$ cat src/rtl/stream_mux_pkg.sv
// Shared definitions for the registered stream multiplexer.
//   MODE_SEL / MODE_RR : selection modes for stream_mux_rr
//   clog2 / sel_width  : elaboration-time helpers for index widths
package stream_mux_pkg;

    localparam int MODE_SEL = 0;
    localparam int MODE_RR  = 1;

    function automatic int clog2(input int n);
        int r;
        r = 0;
        while ((1 << r) < n) begin
            r = r + 1;
        end
        return r;
    endfunction

    // A channel index needs at least one bit, even for a single channel.
    function automatic int sel_width(input int n);
        return (clog2(n) < 1) ? 1 : clog2(n);
    endfunction

endpackage

$ cat src/rtl/stream_mux_rr_arbiter.sv
// Round-robin arbiter: combinational search starting at i_ptr and wrapping
// modulo N_CH. The first requesting channel found wins.
//   i_req   : per-channel request
//   i_ptr   : highest-priority channel index for this arbitration
//   o_grant : one-hot grant (zero when nothing requests)
//   o_idx   : index of the granted channel (zero when nothing requests)
//   o_any   : at least one channel granted
module rr_arbiter
    import stream_mux_pkg::*;
#(
    parameter int N_CH  = 4,
    parameter int SEL_W = sel_width(N_CH)
) (
    input  logic [N_CH-1:0]  i_req,
    input  logic [SEL_W-1:0] i_ptr,
    output logic [N_CH-1:0]  o_grant,
    output logic [SEL_W-1:0] o_idx,
    output logic             o_any
);

    always_comb begin
        int j;
        j       = 0;
        o_grant = '0;
        o_idx   = '0;
        o_any   = 1'b0;
        for (int k = 0; k < N_CH; k++) begin
            j = (int'(i_ptr) + k) % N_CH;
            if (!o_any && i_req[j]) begin
                o_any      = 1'b1;
                o_grant[j] = 1'b1;
                o_idx      = SEL_W'(j);
            end
        end
    end

endmodule

$ cat src/rtl/stream_mux_rr.sv
// N-channel valid/ready stream multiplexer with a registered output stage.
// Selection is either by the external sel input (MODE_SEL) or by round-robin
// arbitration among valid channels (MODE_RR).
//   clk, rst   : single clock, synchronous active-high reset
//   in_valid   : per-channel valid
//   in_data    : packed channel data, channel i at [i*DATA_W +: DATA_W]
//   in_ready   : per-channel ready, at most one bit high
//   sel        : channel select (MODE_SEL only)
//   out_valid  : registered output valid
//   out_data   : registered output data
//   out_ch     : index of the channel that supplied out_data
//   out_ready  : consumer ready
module stream_mux_rr
    import stream_mux_pkg::*;
#(
    parameter int N_CH   = 4,
    parameter int DATA_W = 8,
    parameter int MODE   = MODE_SEL,
    parameter int SEL_W  = sel_width(N_CH)
) (
    input  logic                     clk,
    input  logic                     rst,
    input  logic [N_CH-1:0]          in_valid,
    input  logic [N_CH*DATA_W-1:0]   in_data,
    output logic [N_CH-1:0]          in_ready,
    input  logic [SEL_W-1:0]         sel,
    output logic                     out_valid,
    output logic [DATA_W-1:0]        out_data,
    output logic [SEL_W-1:0]         out_ch,
    input  logic                     out_ready
);

    logic [SEL_W-1:0]  r_ptr;
    logic              r_out_valid;
    logic [DATA_W-1:0] r_out_data;
    logic [SEL_W-1:0]  r_out_ch;

    logic              w_load_en;
    logic [N_CH-1:0]   w_sel_grant;
    logic [SEL_W-1:0]  w_sel_idx;
    logic [N_CH-1:0]   w_rr_grant;
    logic [SEL_W-1:0]  w_rr_idx;
    logic              w_rr_any;
    logic [N_CH-1:0]   w_grant;
    logic [SEL_W-1:0]  w_idx;
    logic [N_CH-1:0]   w_in_ready;
    logic              w_xfer;
    logic [DATA_W-1:0] w_data;
    logic [SEL_W-1:0]  w_ptr_next;

    // The output register can take a new beat when empty or draining now.
    assign w_load_en = !r_out_valid || out_ready;

    // Compare sel against every legal index, so an out-of-range sel simply
    // matches nothing instead of indexing past in_valid.
    always_comb begin
        w_sel_grant = '0;
        w_sel_idx   = '0;
        for (int i = 0; i < N_CH; i++) begin
            if (sel == SEL_W'(i) && in_valid[i]) begin
                w_sel_grant[i] = 1'b1;
                w_sel_idx      = SEL_W'(i);
            end
        end
    end

    rr_arbiter #(
        .N_CH  (N_CH),
        .SEL_W (SEL_W)
    ) u_arb (
        .i_req   (in_valid),
        .i_ptr   (r_ptr),
        .o_grant (w_rr_grant),
        .o_idx   (w_rr_idx),
        .o_any   (w_rr_any)
    );

    assign w_grant = (MODE == MODE_RR) ? w_rr_grant : w_sel_grant;
    assign w_idx   = (MODE == MODE_RR) ? w_rr_idx   : w_sel_idx;

    // Grants are only ever given to valid channels, so any ready bit high
    // means a transfer happens this cycle. rst gates ready so nothing is
    // accepted while the block is held in reset.
    assign w_in_ready = (!rst && w_load_en) ? w_grant : '0;
    assign w_xfer     = |w_in_ready;
    assign in_ready   = w_in_ready;

    // One-hot grant lets the data select be a plain AND-OR.
    always_comb begin
        w_data = '0;
        for (int i = 0; i < N_CH; i++) begin
            if (w_grant[i]) begin
                w_data = w_data | in_data[i*DATA_W +: DATA_W];
            end
        end
    end

    assign w_ptr_next = (w_idx == SEL_W'(N_CH - 1)) ? '0 : w_idx + 1'b1;

    always_ff @(posedge clk) begin
        if (rst) begin
            r_ptr       <= '0;
            r_out_valid <= 1'b0;
            r_out_data  <= '0;
            r_out_ch    <= '0;
        end else if (w_xfer) begin
            r_out_valid <= 1'b1;
            r_out_data  <= w_data;
            r_out_ch    <= w_idx;
            if (MODE == MODE_RR && w_rr_any) begin
                r_ptr <= w_ptr_next;
            end
        end else if (out_ready) begin
            r_out_valid <= 1'b0;
        end
    end

    assign out_valid = r_out_valid;
    assign out_data  = r_out_data;
    assign out_ch    = r_out_ch;

endmodule

$ cat config.mk
export PLATFORM = sky130hd
export DESIGN_NAME = stream_mux_rr
export DESIGN_NICKNAME = d
export VERILOG_FILES = /design/src/rtl/stream_mux_pkg.sv /design/src/rtl/stream_mux_rr_arbiter.sv /design/src/rtl/stream_mux_rr.sv
export SDC_FILE = /design/constraint.sdc
export NUM_CORES = 1
export LEC_CHECK = 0
export CAP_MARGIN = 20
export CORE_MARGIN = 4
export CORE_UTILIZATION = 40
export DETAILED_ROUTE_END_ITERATION = 7
export PLACE_DENSITY_LB_ADDON = 0.3
export REMOVE_ABC_BUFFERS = 1
export SYNTH_ARGS = -nofsm -noshare
export SYNTH_HDL_FRONTEND = slang
export SYNTH_SLANG_ARGS = --single-unit
$ cat constraint.sdc
create_clock -name clk -period 3.1 [get_ports clk]
set_clock_uncertainty 0.05 [all_clocks]
set_input_delay 0.465 -clock clk [delete_from_list [all_inputs] [get_ports clk]]
set_output_delay 0.465 -clock clk [all_outputs]
set_load 0.05 [all_outputs]
# After elaboration in Yosys (flattened, before gate mapping)
# Cells that the tools add are included.
# W data, S select, Z words.
[word_totals]
reg_bits = 11
input_bits = 41
output_inout_bits = 15
wordCells = 34
[op_classes]
eq_ne = 3
muxes = 14
bitwise = 3
n_reduce_logical = 11
[op_table]
columns = ["operator", "n"]
rows = [
  ["$mux W8", 4],
  ["$or A8 B8 Y8", 3],
  ["$mux W1", 7],
  ["$logic_and A1 B1 Y1", 5],
  ["$eq A2 B2 Y1 const B", 2],
  ["$mux W2", 2],
  ["$mux W4", 1],
  ["$reduce_or A4 Y1", 1],
  ["$eq A2 B1 Y1 const B", 1],
  ["$logic_not A1 Y1", 2],
  ["$logic_not A2 Y1", 1],
  ["$reduce_bool A2 Y1", 1],
  ["$logic_or A1 B1 Y1", 1],
]

# Longest topological paths before layout
[depth]
ltp_word = 10
ltp_mapped = 6
ltp_nobuf = 4

# Worst setup path after synthesis
# No wires, ideal clock.
[synth_timing]
kind = "input-to-output"
from = "in sel[1]"
to = "out in_ready[2]"
t_arrival_ns = 2.291
required_time_ns = 2.585
slack_ns = 0.294
path_stages = 4
path_buffers = 2
path_cell_list = "clkbuf_1 buf_1 nand2_1 nor3b_1"
[synth_via]
elab_chain_len = 4
[synth_rtl]
columns = ["item", "line", "source"]
rows = [
  ["start, declared", "stream_mux_rr.sv:26", "input logic [SEL_W-1:0] sel,"],
  ["$eq A2 B2 Y1", "stream_mux_rr.sv:60", "if (sel == SEL_W'(i) && in_valid[i]) begin"],
  ["$logic_and A1 B1 Y1", "stream_mux_rr.sv:60", ""],
  ["$mux W1", "stream_mux_rr.sv:60", ""],
  ["$mux W4", "stream_mux_rr.sv:84", "assign w_in_ready = (!rst && w_load_en) ? w_grant : '0;"],
  ["end, declared", "stream_mux_rr.sv:25", "output logic [N_CH-1:0] in_ready,"],
]
# No other way between the ends.

# Worst setup path after layout
[layout_timing]
from = "in sel[1]"
to = "out in_ready[0]"
[layout_via]
elab_chain_len = 4
[layout_rtl]
columns = ["item", "line"]
rows = [
  ["$logic_not A2 Y1", "stream_mux_rr.sv:60"],
  ["$logic_and A1 B1 Y1", "stream_mux_rr.sv:60"],
  ["$mux W1", "stream_mux_rr.sv:60"],
  ["$mux W4", "stream_mux_rr.sv:84"],
]
# No other way between the ends.

==> summary.md <==
| Metric | Value |
|---|---|
| TritonRoute pass-1 iters | `5` |
| Top post-synthesis cells by area | `dfxtp_1 24%, nand2b_4 13%, o211ai_1 13%` |
| Synth Instances | `118` |
| Site Rows | `17` |
| Reg2reg end | `out_data[6]` |
| H-Tree Depth | `1` |
| Inserted Clock Buffers | `3` |
| Worst VDD drop | `0.220 mV` |
| Clk sinks | `11` |
| Top FF cell, synth | `dfxtp_1` |
| Pin count of the biggest net entering global routing | `38` |
| Final Hold Fails | `0` |
| Initial Utilization | `41.9%` |
| Leak | `0.549 nW` |
| Die area | `3150 sq um` |
| Pwr Density | `290 nW/um^2` |
| Gr usage total | `18.4%` |
| Fmax | `411 MHz` |
| Worst path cell trace | `clkdlybuf4s50_1 -> buf_4 -> or3_1 -> nor2_1 -> buf_12` |
| Final cell count without fillers | `200` |
| Routed WL | `2930 um` |
| HPWL Detailed | `2270 um` |
| Crit path DAT | `1.92 ns` |
| Share of post-route cells with drive strength above 1 | `21.5%` |
| Clock buffer depth | `2` |
| Post-synth EDFFs | `0` |
| R2R Setup Slk | `1.65 ns` |
| # nets final | `214` |
| Gpl congestion | `0.772` |
| Vias in the first global route | `1040` |
| CP max-delay cell | `clkdlybuf4s50_1` |
| # diodes | `0` |
| FF/Latch Area | `220 sq um` |
| HP Start | `out_ch[0]` |
| Worst setup path class | `in2out` |
| Post-synthesis cell area | `926 sq um` |
| CTS tree | `done` |
| Synth-to-Final Area Change | `69.5%` |
| Placed instance count | `195` |
| Multi-input combinational cell area | `632 sq um` |
| DRT antenna net count | `0` |
| Crit path max fanout | `20` |
| Status | `complete, no violations` |
| Total gr overflow | `0` |
| Global-route wire length before repair | `4690 um` |
| Die W | `56.1 um` |
| Tmin final | `2.43 ns` |
| Worst-Margin Slew | `0.506 ns` |
| Cell count along the critical path | `5` |
| Relative slew slack | `66.1%` |
| Worst hold endpoint | `out_ch[0]` |
| Hold Path Stages | `2` |
| CP startpoint kind | `primary input` |
| Synth area leader | `dfxtp_1` |
| Io pins | `56` |
| Top delay family on crit path | `buffers and inverters` |
| Post-CTS Setup Bufs | `0` |
| Asr flop ratio synth | `0%` |
| Flops & latches, synth | `11` |
| Post-CTS resize count | `0` |
| Average cell area after synthesis | `7.85 sq um` |
| Cell with the most instances after synthesis | `nand2_1` |
| Die span in y | `56.1 um` |
| Worst skew pair latency | `0.26 ns` |
| Share of the synthesized area in the top cell type | `23.8%` |
| Total of max-cap violations | `0` |
| Reg clk slew, reported paths | `0.08 ns` |
| Total power | `0.455 mW` |
| Nature of the critical path endpoint | `primary output` |
| Worst hold path class | `reg2reg` |
| DRC | `0` |
| Vias | `1056` |
| Worst Path Buf+Inv | `3` |
| Root buffer cell | `clkbuf_4` |
| CP required | `2.58 ns` |
| Netlist cell types | `21` |
| FF-to-FF Start | `out_valid` |
| Worst path max stage delay | `0.43 ns` |
| Initial antenna violation count | `0` |
| Synth top cells by count | `19 x nand2_1, 17 x nand3_1, 16 x o211ai_1, 11 x dfxtp_1` |
| Initial DRC Count | `26` |
| Via/cell ratio | `5.28` |
| RSZ-0062 raised after global routing | `no` |
| FF-to-FF path depth | `5` |
| Endpoints failing setup | `0` |
| Wire per inst | `14.7 um` |
| Fin util | `70.9%` |
| Fin. max-slew vios | `0` |
| Synth warn | `0` |
| Hold_buf cts | `0` |
| Fill cell count | `180` |
| Fin crit share | `78.4%` |
| Core area | `2210 sq um` |
| Setup Total Neg Slack | `0 ns` |
| Port-buffer cells | `55` |
| Sequential fraction of the synthesis area | `23.8%` |
## registers in the layout, summed over array words and instances (netlist names)
| name | count |
|---|---|
| out_valid | 1 |
| out_ch | 2 |
| out_data | 8 |
## metal layers
metal	GRT usage (%)	wire length, um	share of wire, %
met1	19.9	1060	36
met2	36.1	1670	57
met3	2.09	167	5.7
met4	6.44	32	1.1
met5	0	0	0
## metrics by stage
step	hold WS (ns)	setup slack (ns)	area (sq um)
finish	0.431	0.669	1570
global route	0.452	0.600	1570
CTS	0.437	0.626	1560
detailed placement	0.426	0.350	1530
global placement	0.422	0.503	1530
floorplan	0.477	0.527	852
## layout by cell type, fill, tap and decap left out
master,Yosys,routed
buf_12,0,4
clkbuf_4,0,3
nand3_1,17,17
and2b_1,1,1
dfxtp_1,11,11
nand2_1,19,19
buf_4,0,7
nor2_1,7,7
nor3b_1,1,1
clkdlybuf4s50_1,0,51
mux4_2,1,1
or3_1,1,1
nor3_1,1,1
nand2b_1,1,1
mux2_2,1,1
o211ai_1,16,16
clkinv_2,0,1
a211oi_1,1,1
nor3b_2,1,1
o21ai_0,8,8
a21oi_2,9,9
buf_6,3,1
nand2b_4,9,9
## power breakdown
part | total (mW) | switching (mW) | leakage (nW) | internal (mW)
logic | 0.199 | 0.0948 | 0.441 | 0.104
registers | 0.157 | 0.00739 | 0.0898 | 0.149
clock network | 0.0995 | 0.0519 | 0.0177 | 0.0476
total | 0.455 | 0.154 | 0.549 | 0.301
## worst max-delay path by stage
stage | to | startpoint | slack, ns
after floorplan | in_ready[2] | out_valid | 0.53
after global placement | out_data[7] | sel[0] | 0.50
after detailed placement | out_data[6] | sel[0] | 0.35
after CTS | out_data[6] | sel[0] | 0.63
after global routing | in_ready[0] | sel[1] | 0.60
final | in_ready[0] | sel[1] | 0.67
## tightest hold or removal path, cell delays in order, from the launching register on
cell and delay (ns):
dfxtp_1 0.34, nand2b_4 0.07, a21oi_2 0.04
## cell type report
class	instances	area share, %
clock buffers	3	1.44
flip-flops and latches	11	14.0
well taps	28	2.23
multi-input cells	94	40.3
clock inverters	1	0.319
repair buffers	63	41.7
## cell families (layout without fill, tap and decap cells)
logic type,Yosys count,after routing,synth area share [%]
muxes,2,2,3.65
DFF,11,11,23.8
buffers and inverters,13,67,7.97
AOI/OAI and AO/OA,34,34,26.6
and+or+nand+nor,58,58,38.0
Note: power is estimated with default switching activity, not from simulation.
